--- src/rtl/mmio_ctrl.sv ---
// -----------------------------------------------------------------------------
// mmio_ctrl
//
// Memory-mapped I/O controller that sits beside the RAM on the CPU memory bus.
// It decodes the I/O window 0x100-0x1FF and provides:
//   0x100 LED    : read/write 8-bit LED latch (write stores write_data[7:0])
//   0x140 SW     : read-only debounced switches; a read clears the change flag
//   0x141 STATUS : read-only {15'b0, sw_changed}; a read leaves the flag alone
//   0x180 HEX    : read/write 16-bit HEX display register (MMIO_HEX_EN only)
//
// Build option:
//   MMIO_HEX_EN  defined   -> HEX register implemented at 0x180
//                undefined -> hex_value tied to 0, 0x180 unmapped
//
// Parameters:
//   DEBOUNCE_CYCLES : consecutive cycles a synchronized switch value must differ
//                     from the stable value before it is accepted (>= 1)
//   CNT_W           : debounce counter width, 2**CNT_W > DEBOUNCE_CYCLES
//
// Ports:
//   clk        in   single clock, all state on the rising edge
//   reset      in   asynchronous active-low reset
//   mem_cmd    in   bus command: 00 none, 01 read, 10 write, 11 none
//   mem_addr   in   bus address
//   write_data in   CPU store data
//   SW         in   raw board switches (asynchronous to clk), [9:8] unused
//   read_data  out  combinational I/O read data, 0 unless a mapped read
//   io_hit     out  combinational: access is claimed by I/O (gates the RAM)
//   LEDR       out  LED latch
//   hex_value  out  HEX register, nibble n drives HEXn
// -----------------------------------------------------------------------------
module mmio_ctrl #(
  parameter int DEBOUNCE_CYCLES = 16,
  parameter int CNT_W           = 5
) (
  input  logic        clk,
  input  logic        reset,
  input  logic [1:0]  mem_cmd,
  input  logic [8:0]  mem_addr,
  input  logic [15:0] write_data,
  input  logic [9:0]  SW,
  output logic [15:0] read_data,
  output logic        io_hit,
  output logic [7:0]  LEDR,
  output logic [15:0] hex_value
);

  localparam logic [1:0] CMD_READ  = 2'b01;
  localparam logic [1:0] CMD_WRITE = 2'b10;

  localparam logic [8:0] ADDR_LED    = 9'h100;
  localparam logic [8:0] ADDR_SW     = 9'h140;
  localparam logic [8:0] ADDR_STATUS = 9'h141;
  localparam logic [8:0] ADDR_HEX    = 9'h180;

  localparam logic [CNT_W-1:0] CNT_ZERO = {CNT_W{1'b0}};
  localparam logic [CNT_W-1:0] CNT_ONE  = {{(CNT_W-1){1'b0}}, 1'b1};
  localparam logic [CNT_W-1:0] CNT_LAST = CNT_W'(DEBOUNCE_CYCLES - 1);

  // State
  logic [7:0]       led_q,     led_d;
  logic [7:0]       sync1_q,   sync1_d;
  logic [7:0]       sync2_q,   sync2_d;
  logic [7:0]       stable_q,  stable_d;
  logic [CNT_W-1:0] cnt_q,     cnt_d;
  logic             changed_q, changed_d;

  // Decode
  logic is_rd_s;
  logic is_wr_s;
  logic hit_led_s;
  logic hit_sw_s;
  logic hit_status_s;
  logic hit_hex_s;
  logic mapped_s;
  logic accept_s;
  logic [15:0] hex_rd_s;

`ifdef MMIO_HEX_EN
  logic [15:0] hex_q, hex_d;
  logic        unused_s;

  assign unused_s  = ^SW[9:8];
  assign hex_rd_s  = hex_q;
  assign hex_value = hex_q;

  // HEX register next value: full 16-bit store on a write hit
  always_comb begin
    hex_d = hex_q;
    if (is_wr_s && hit_hex_s) begin
      hex_d = write_data;
    end else begin
      hex_d = hex_q;
    end
  end

  // HEX register state
  always_ff @(posedge clk or negedge reset) begin
    if (!reset) begin
      hex_q <= 16'h0000;
    end else begin
      hex_q <= hex_d;
    end
  end
`else
  logic unused_s;

  // Without the HEX register the upper store byte has no destination
  assign unused_s  = ^{SW[9:8], write_data[15:8]};
  assign hex_rd_s  = 16'h0000;
  assign hex_value = 16'h0000;
`endif

  // Address and command decode; 2'b11 falls out as "no access"
  always_comb begin
    is_rd_s      = (mem_cmd == CMD_READ);
    is_wr_s      = (mem_cmd == CMD_WRITE);
    hit_led_s    = (mem_addr == ADDR_LED);
    hit_sw_s     = (mem_addr == ADDR_SW);
    hit_status_s = (mem_addr == ADDR_STATUS);
`ifdef MMIO_HEX_EN
    hit_hex_s    = (mem_addr == ADDR_HEX);
`else
    hit_hex_s    = 1'b0;
`endif
    mapped_s     = hit_led_s | hit_sw_s | hit_status_s | hit_hex_s;
  end

  // Bus response: io_hit for reads and writes, read data only for reads
  always_comb begin
    io_hit    = (is_rd_s | is_wr_s) & mapped_s;
    read_data = 16'h0000;
    if (is_rd_s) begin
      case (1'b1)
        hit_led_s:    read_data = {8'h00, led_q};
        hit_sw_s:     read_data = {8'h00, stable_q};
        hit_status_s: read_data = {15'b0, changed_q};
        hit_hex_s:    read_data = hex_rd_s;
        default:      read_data = 16'h0000;
      endcase
    end else begin
      read_data = 16'h0000;
    end
  end

  // LED latch next value
  always_comb begin
    led_d = led_q;
    if (is_wr_s && hit_led_s) begin
      led_d = write_data[7:0];
    end else begin
      led_d = led_q;
    end
  end

  // Switch synchronizer, debounce counter and change flag
  always_comb begin
    sync1_d   = SW[7:0];
    sync2_d   = sync1_q;
    stable_d  = stable_q;
    cnt_d     = cnt_q;
    accept_s  = 1'b0;
    changed_d = changed_q;

    // The counter measures how long sync2 has disagreed with the stable value;
    // any agreement (including a glitch returning) restarts it.
    if (sync2_q == stable_q) begin
      cnt_d = CNT_ZERO;
    end else if (cnt_q == CNT_LAST) begin
      stable_d = sync2_q;
      cnt_d    = CNT_ZERO;
      accept_s = 1'b1;
    end else begin
      cnt_d = cnt_q + CNT_ONE;
    end

    // A new accept outranks a clearing read in the same cycle
    if (accept_s) begin
      changed_d = 1'b1;
    end else if (is_rd_s && hit_sw_s) begin
      changed_d = 1'b0;
    end else begin
      changed_d = changed_q;
    end
  end

  // LED and switch-path state
  always_ff @(posedge clk or negedge reset) begin
    if (!reset) begin
      led_q     <= 8'h00;
      sync1_q   <= 8'h00;
      sync2_q   <= 8'h00;
      stable_q  <= 8'h00;
      cnt_q     <= CNT_ZERO;
      changed_q <= 1'b0;
    end else begin
      led_q     <= led_d;
      sync1_q   <= sync1_d;
      sync2_q   <= sync2_d;
      stable_q  <= stable_d;
      cnt_q     <= cnt_d;
      changed_q <= changed_d;
    end
  end

  assign LEDR = led_q;

endmodule
--- config.mk ---
export PLATFORM = sky130hd
export DESIGN_NAME = mmio_ctrl
export DESIGN_NICKNAME = d
export VERILOG_FILES = /design/src/rtl/mmio_ctrl.sv
export SDC_FILE = /design/constraint.sdc
export NUM_CORES = 1
export LEC_CHECK = 0
export ABC_AREA = 0
export CAP_MARGIN = 10
export CELL_PAD_IN_SITES_DETAIL_PLACEMENT = 0
export CELL_PAD_IN_SITES_GLOBAL_PLACEMENT = 1
export CORE_ASPECT_RATIO = 1.25
export CORE_MARGIN = 8
export CORE_UTILIZATION = 34
export CTS_CLUSTER_SIZE = 8
export DETAILED_ROUTE_END_ITERATION = 6
export PLACE_DENSITY_LB_ADDON = 0.08
export SLEW_MARGIN = 20
export SYNTH_ARGS = -nofsm -noshare
export SYNTH_HDL_FRONTEND = slang
export SYNTH_SLANG_ARGS = --single-unit
export TNS_END_PERCENT = 10
--- constraint.sdc ---
create_clock -name clk -period 3.7 [get_ports clk]
set_input_delay 0.555 -clock clk [delete_from_list [all_inputs] [get_ports clk]]
set_output_delay 0.555 -clock clk [all_outputs]
set_load 0.02 [all_outputs]
==> results, run 1 <==
- The fraction of the mapped netlist area in simple logic gates is 0.1181.
- The die span in x is 81.11 um.
- The leakage power of the design is 1.037 nW.
- After detailed routing, the average wire length per cell comes to 14.23 um.
- Dividing the final minimum period by the clock period gives 0.9081.
- Total power for the finished layout comes to 1.094 mW.
- The number of library cell types mapped by synthesis is 28.
- The tightest min-delay check is of the input port to async pin type.
- For this run, the register share of the synthesized area comes to 0.5278.
- The start-to-end type of the worst setup path is input port to output port.
- In this run the vertical extent of the chip is 97.39 um.
- For the final database, setup skew stands at 0.008467 ns.
- The cell area that synthesis handed to floorplanning was 1802 um2.
- Summed over all layers, the global routing overflow is 0.
- Synthesis produced 131 cells.
- The post-DP HPWL is 2832 um.
- By area, the combinational part of the netlist is dominated by multiplexers.
- Walking the worst path, the cells encountered are clkdlybuf4s50_1 > nor4b_4 > nand3_4 > nor3b_4 > a22o_1 > clkdlybuf4s50_1.
- After clock tree synthesis, the flow added hold-fix buffers numbering 0.
- The I/O pin total is 80.
- In the routed design, unresolved DRC markers number 0.
- The core region is 5080 um2.
- The die outline area is ~7900 um2.
- The final-report hold violation count is 0.
- The run finished with clean final reports.
- The buffer levels on the longest clock path is 2.
- The number of H-tree levels is 2.
- The count of nets left with antenna violations once routing finished came out at 0.
- Data arrives at the worst endpoint at approximately 2.8 ns.
- The most numerous cell type found on the critical path is sky130_fd_sc_hd__clkdlybuf4s50_1.
- Setup repair after global routing left no endpoint under its margin.
- The clock root buffer is sky130_fd_sc_hd__clkbuf_8.
- The total clock sinks is 38.
- The library cells used most frequently in the layout, excluding fill and tap cells, are sky130_fd_sc_hd__clkdlybuf4s50_1 (44), sky130_fd_sc_hd__dfrtp_1 (38), sky130_fd_sc_hd__conb_1 (24), sky130_fd_sc_hd__xor2_1 (9), sky130_fd_sc_hd__mux2_2 (9).
- The post-synthesis compound-gate area fraction is 0.05069.
- In this run the core area contains 29 standard-cell rows.
- The count of maximum capacitance violations is 0.
- The number of post-CTS setup repair buffers is 0.
- Counting the fill cells in the layout gives 480.
- TritonCTS built the clock tree.
- The fmax is 297.6 MHz.
- In the final design database the tool counted between 200 and 250 nets.
- Dividing the detail-routed via count by the number of cells gives 4.340.
- The first global-routing pass estimated 5361 um of wire.
- Clock-pin slew was measured on the worst setup and hold paths at 0.08 ns.
- For this run, the slowest stage of the critical path takes 0.62 ns.
- The top fanout value on the critical path is 8.
- The setup total negative slack is 0 ns.
- The multiplexer area fraction after synthesis is 0.1229.
- The type of origin of the critical path is an input port.
- The number of inserted diodes is 0.
- The largest net degree at the start of global routing is 39.
- The number of global-route vias before repair is about 1100.
- After synthesis the netlist holds a flip-flop and latch count of 38.
- The share of synthesized cell area in full adder, half adder and majority cells is 0.02083.
- The storage element area is 950.9 um2.
- The first-pass iteration count of the detailed router is 4.
- The insertion delay of the later-clocked pin in the worst-skew pair is 0.28 ns.
- Summing over every cut layer, the via total after detailed routing is 1059.
- The starting density of the core is 0.3547.
- The critical path required time is 3.14 ns.
- The power density over the cells is 472.3 nW/um2.
- For this run, the share of the core covered by cells in the final layout is 0.4559.
- STA classifies the critical path endpoint as an output port.
- The setup-violating endpoint count in the final report is 0.
- The last weighted congestion value of the routability-driven placer is 0.7056.
- The worst-case vdd ir drop is between 0.0003 and 0.0004 V.
- The library cell contributing the largest single delay on the critical path is sky130_fd_sc_hd__clkdlybuf4s50_1.
- At the pin with the least slew margin, the transition time is 0.8128 ns.
- Each instance of the synthesized netlist takes up on average 13.75 um2.
- The growth of design area from synthesis to finish is 28.54%.
- The multi-input combinational cells in the finished layout cover a total of 740.7 um2.
- Port buffering added 45 buffers.
- The first routing iteration left 16 violations.
- For this block, the routed nets add up to 3473 um of wire.
- Of the total synthesized cell area, the portion taken by XOR and XNOR cells is 0.04861.
- The initial antenna violation count is 0.
- The worst max-slew margin expressed relative to the limit is 0.4582.
- The number of max-slew violations in the final report came to 0.
- The total global-route track usage is 0.08780.
- After clock tree synthesis, the repair step resized 0 gates.
- The clock period could shrink to 3.360 ns.
- The layout cell share with drive strength beyond 1 is 0.1923.
- The number of synthesis warnings is 0.
- The number of buffers inserted during clock tree synthesis is 5.
- The most common cell after layout, fill and taps aside is sky130_fd_sc_hd__clkdlybuf4s50_1.
## path summary, 6_finish.rpt
kind / from / end / slack (ns) / depth (start not counted)
hold reg to reg: sync1_q[0]$_DFF_PN0_ / sync2_q[0]$_DFF_PN0_ / 0.35 / 0
max in group asynchronous: reset / stable_q[3]$_DFFE_PN0P_ / 2.83 / 1
hold / removal: reset / sync2_q[6]$_DFF_PN0_ / 0.35 / 1
setup / recovery: mem_addr[4] / read_data[6] / 0.34 / 6
min in group clk: sync1_q[0]$_DFF_PN0_ / sync2_q[0]$_DFF_PN0_ / 0.35 / 0
setup reg to reg: cnt_q[0]$_DFF_PN0_ / stable_q[3]$_DFFE_PN0P_ / 1.95 / 5
## layout make-up
cell class,instances,area share
flip-flops and latches,38,0.4106
clock inverters,3,0.009184
well taps,62,0.03350
multi-input cells,88,0.3198
clock buffers,5,0.02971
repair buffers,45,0.1923
inverters,3,0.004862
## cell families after synthesis
logic type	Yosys count
other	1
AND/OR/NAND/NOR	24
XOR/XNOR	10
AO/OA/AOI/OAI	10
multiplexers	17
adder cells (fa/ha/maj)	3
buffers and inverters	28
flip-flops	38
## cell usage after synthesis, drive strengths merged
| cell | number | area share |
|---|---|---|
| xor2 | 9 | 0.044 |
| a21oi | 1 | 0.0090 |
| mux2 | 17 | 0.12 |
| buf | 24 | 0.10 |
| nor4 | 2 | 0.024 |
| nor3 | 5 | 0.019 |
| conb | 1 | 0.0021 |
| nand2 | 2 | 0.0042 |
| nor4b | 1 | 0.013 |
| a22oi | 1 | 0.0042 |
| nand3 | 3 | 0.015 |
| nor3b | 2 | 0.015 |
| o22ai | 1 | 0.0035 |
| or2 | 1 | 0.0035 |
| dfrtp | 38 | 0.53 |
| nor2b | 1 | 0.0035 |
| nor2 | 5 | 0.010 |
| inv | 3 | 0.0062 |
| xnor2 | 1 | 0.0049 |
| clkbuf | 1 | 0.0028 |
| a22o | 7 | 0.034 |
| ha | 3 | 0.021 |
| and2 | 1 | 0.0035 |
| nand4 | 1 | 0.0069 |
## flip-flops by register name, indices dropped and copies added, names as in the netlist
name       flops
LEDR           8
stable_q       8
sync1_q        8
sync2_q        8
cnt_q          5
changed_q      1
## worst max-delay path, delay by kind of cell
kind | cells | cell delay, ns
buf+inv | 2 | 1.06
simple gates | 3 | 0.98
compound gates | 1 | 0.21
## report_power, final
group,switching [mW],internal (mW)
clock,0.143,0.132
sequential,0.0702,0.490
combinational,0.116,0.143
## routing by layer
| layer | global-route usage | routed length [um] | vias to the layer above | part of all wire |
|---|---|---|---|---|
| met5 | 0 | 0 | - | 0 |
| li1 | - | - | 503 | - |
| met2 | 0.1423 | 1670 | 51 | 0.48 |
| met1 | 0.09821 | 1395 | 503 | 0.40 |
| met4 | 0.03310 | 24 | 0 | 0.0069 |
| met3 | 0.03704 | 382 | 2 | 0.11 |
## metrics by stage
stage | hold slack (ns) | worst slack, ns | area [um2] | instances
after floorplan | 0.2594 | 1.503 | 1888 | 154
after CTS | 0.3525 | 0.3058 | 2316 | 244
after global placement | 0.3312 | 0.3408 | 2226 | 236
after global routing | 0.3650 | 0.2412 | 2316 | 244
final | 0.3508 | 0.3400 | 2316 | 244
after detailed placement | 0.3347 | 0.3091 | 2226 | 236
Power figures use the tool's default switching activity.
==> run 2, diff against run 1 <==
--- a/config.mk
+++ b/config.mk
@@ -11,7 +11,7 @@
 export CELL_PAD_IN_SITES_GLOBAL_PLACEMENT = 1
 export CORE_ASPECT_RATIO = 1.25
 export CORE_MARGIN = 8
-export CORE_UTILIZATION = 34
+export CORE_UTILIZATION = 29
 export CTS_CLUSTER_SIZE = 8
 export DETAILED_ROUTE_END_ITERATION = 6
 export PLACE_DENSITY_LB_ADDON = 0.08
==> constraint.sdc (replaced) <==
create_clock -name clk -period 2.8 [get_ports clk]
set_input_delay 0.42 -clock clk [delete_from_list [all_inputs] [get_ports clk]]
set_output_delay 0.42 -clock clk [all_outputs]
set_load 0.02 [all_outputs]
==> run 2 against run 1 <==
Against the previous run: cell count rose by 11%; global-route usage is 0.24 points lower; routed wire length rose by 6.9%; register-to-register slack worse by 0.94 ns; combinational power rose by 34%; critical path type unchanged; sequential power increased by 31%; die area is 14% higher; cell area is 2.5% higher; first-iteration DRC count increased by 110%; core utilization shrank 6.6 points; clock-buffer cell count is 2 higher.
==> results, run 2 (synthesis results as in run 1) <==
- The number of max-slew violations in the final report is 0 (unchanged).
- The insertion delay of the later-clocked pin in the worst-skew pair was 0.28 ns (about the same).
- The portion of total power attributed to the clock network was 0.257 (was 0.252).
- The worst-case vdd ir drop was 0.0002959 V (was 0.0003035 V).
- The die boundary height was 104.1 um (was 97.39 um).
- Static timing analysis puts the maximum clock frequency at about 380 MHz.
- The layout cell share with drive strength beyond 1 is 0.2086 (was 0.1923).
- The start-to-end type of the worst setup path is input port to output port (unchanged).
- The first-pass iteration count of the detailed router came to 4 (unchanged).
- The kind of capture point of the worst setup path is an output port (unchanged).
- The switching portion of total power is 0.2879 (was 0.3009).
- The core footprint was 6086 um2 (was 5080 um2).
- The class of the tightest hold or removal check is input port to async pin (unchanged).
- The growth of design area from synthesis to finish is 31.81% (was 28.54%).
- Of the available clock period, the critical path in the final layout requires 0.9472.
- The count of maximum capacitance violations came to 0 (unchanged).
- The total global-route track usage is 0.08543 (was 0.08780).
- The power share of the sequential group is 0.504 (was 0.512).
- The number of inserted diodes is 0 (unchanged).
- The number of vias in the routed layout is 1098 (was 1059).
- The last weighted congestion value of the routability-driven placer is 0.7290 (was 0.7056).
- The buffer levels on the longest clock path came to 2 (unchanged).
- The largest net degree at the start of global routing is 39 (unchanged).
- The cell-internal power is 1.036 mW (was 0.7648 mW).
- The remaining number of nets flagged by the antenna check after routing is 0 (unchanged).
- The post-DP HPWL was 3040 um (was 2832 um).
- The global-route wire length before repair is 5975 um (was 5361 um).
- The worst max-slew margin expressed relative to the limit came to 0.4394 (was 0.4582).
- Outcome: finished, final reports clean (unchanged).
- Commonest cells after routing, fill and taps aside: sky130_fd_sc_hd__dfrtp_1 (38), sky130_fd_sc_hd__clkdlybuf4s50_1 (37), sky130_fd_sc_hd__conb_1 (24), sky130_fd_sc_hd__xor2_1 (9), sky130_fd_sc_hd__mux2_2 (9) (was sky130_fd_sc_hd__clkdlybuf4s50_1 (44), sky130_fd_sc_hd__dfrtp_1 (38), sky130_fd_sc_hd__conb_1 (24), sky130_fd_sc_hd__xor2_1 (9), sky130_fd_sc_hd__mux2_2 (9)).
- The post-detailed-route DRC marker count is 0 (unchanged).
- The number of buffers added on ports is 45 (unchanged).
- The setup total negative slack is 0 ns (unchanged).
- The total power after layout is 1.455 mW (was 1.094 mW).
- The type of origin of the critical path is an input port (unchanged).
- The placement row count came to 32 (was 29).
- The total global routing overflow came to 0 (unchanged).
- The final-report hold violation count was 0 (unchanged).
- The via density per instance was 4.037 (was 4.340).
- The critical path required time came to 2.38 ns (was 3.14 ns).
- The die outline area is 9007 um2 (was 7899 um2).
- The pin slew with the least headroom to its limit is 0.8408 ns (was 0.8128 ns).
- The die span in x was 86.50 um (was 81.11 um).
- The number of H-tree levels is 2 (unchanged).
- The total non-filler cell area in the finished layout is 2375 um2 (was 2316 um2).
- The count of placed standard cells including taps was 264 (was 236).
- The leakage power of the design is 1.102 nW (was 1.037 nW).
- The total placed instance area is 2292 um2 (was 2226 um2).
- The final worst clock skew is 0.003522 ns (was 0.008467 ns).
- The initial antenna violation count is 0 (unchanged).
- The register clock-pin slew on the reported worst setup and hold paths is 0.07 ns (was 0.08 ns).
- The final period demand of the worst path is between 2 and 3 ns.
- The power density over the cells came to 612.5 nW/um2 (was 472.3 nW/um2).
- The starting density of the core came to 0.2961 (was 0.3547).
- The most common cell after layout, fill and taps aside is sky130_fd_sc_hd__dfrtp_1 (was sky130_fd_sc_hd__clkdlybuf4s50_1).
- The net switching power is 0.4187 mW (was 0.3291 mW).
- Setup repair after global routing missed its margin: no (unchanged).
- The signal arrival time at the worst endpoint was 2.23 ns (was 2.80 ns).
- The I/O pin total is 80 (unchanged).
- The logic gate share of total power is 0.239 (was 0.236).
- The count of routing violations after the opening detailed-route iteration is 33 (was 16).
- The post-detailed-routing wire length is 3713 um (was 3473 um).
- The clock root buffer is sky130_fd_sc_hd__clkbuf_8 (unchanged).
- The number of buffers inserted during clock tree synthesis was 5 (unchanged).
- The top fanout value on the critical path is 2 (was 8).
- The final instance count without filler cells is 272 (was 244).
- The setup-violating endpoint count in the final report is 0 (unchanged).
- The average routed wire per standard cell was 13.65 um (was 14.23 um).
- The total clock sinks is 38 (unchanged).
- The number of global-route vias before repair is 1179 (was 1092).
- The TritonCTS clock tree is yes (unchanged).
- The final layout net count is 228 (was 223).
[run 2: changes by cell type in the layout (fill, tap and decap cells not counted), sizes merged]
cell           previous run  this run
clkinv                    2         1
clkbuf                    5         7
buf                       1         6
dlygate4sd2               0         7
clkdlybuf4s50            44        37
clkinvlp                  1         0
[run 2: repair_timing]
| action | CTS | global route |
|---|---|---|
| hold endpoints to repair | 0 | 0 |
| hold buffers | 0 | 0 |
| setup buffers | 0 | 0 |
| setup endpoints to repair | 7 | 0 |
| resized for setup | 7 | 0 |
[run 2: worst max-delay path, stage by stage]
cell and delay, ns:
sky130_fd_sc_hd__clkdlybuf4s50_1 0.45, sky130_fd_sc_hd__nor4b_4 0.36, sky130_fd_sc_hd__buf_4 0.17, sky130_fd_sc_hd__nand2_1 0.04
sky130_fd_sc_hd__nor3_1 0.16, sky130_fd_sc_hd__clkdlybuf4s50_1 0.64
[run 2: through the flow]
stage,hold WS [ns],setup WS [ns],utilization
after global placement,0.3318,-0.1085,0.3766
after CTS,0.2711,0.1293,0.3902
after floorplan,0.1244,0.8733,-
after detailed placement,0.3347,-0.1173,0.3766
after global routing,0.3168,0.07841,0.3902
final,0.2370,0.1478,0.3902
[run 2: routing by layer]
metal | part of all wire | global-route usage
met2 | 0.54 | 0.1500
met3 | 0.093 | 0.03162
met4 | 0.019 | 0.04074
met5 | 0 | 0
met1 | 0.35 | 0.08563
[run 2: layout make-up]
| class | count | area (um2) |
|---|---|---|
| clock buffers | 7 | 86.33 |
| clock inverters | 1 | 5.005 |
| fillers | 615 | 3711 |
| inverters | 3 | 11.26 |
| multi-input cells | 88 | 740.7 |
| flip-flops and latches | 38 | 950.9 |
| well taps | 85 | 106.4 |
| repair buffers | 50 | 474.2 |
[run 2: power by group through the flow]
stage / clock (mW) / combinational (mW) / sequential [mW]
after floorplan: 0 / 0.289 / 0.723
after global placement: 0 / 0.338 / 0.738
after detailed placement: 0 / 0.352 / 0.743
after CTS: 0.391 / 0.354 / 0.733
after global routing: 0.411 / 0.380 / 0.750
final: 0.374 / 0.347 / 0.734
[run 2: path summary, 6_finish.rpt]
path	from	endpoint	slack, ns	cells after the start
worst max-delay path	mem_addr[4]	io_hit	0.15	6
worst max register to register	cnt_q[0]$_DFF_PN0_	stable_q[4]$_DFFE_PN0P_	1.01	5
min in group clk	sync1_q[2]$_DFF_PN0_	sync2_q[2]$_DFF_PN0_	0.35	0
worst min-delay path	reset	sync1_q[3]$_DFF_PN0_	0.24	1
max in group asynchronous	reset	LEDR[4]$_DFFE_PN0P_	2.03	1
worst min register to register	sync1_q[2]$_DFF_PN0_	sync2_q[2]$_DFF_PN0_	0.35	0
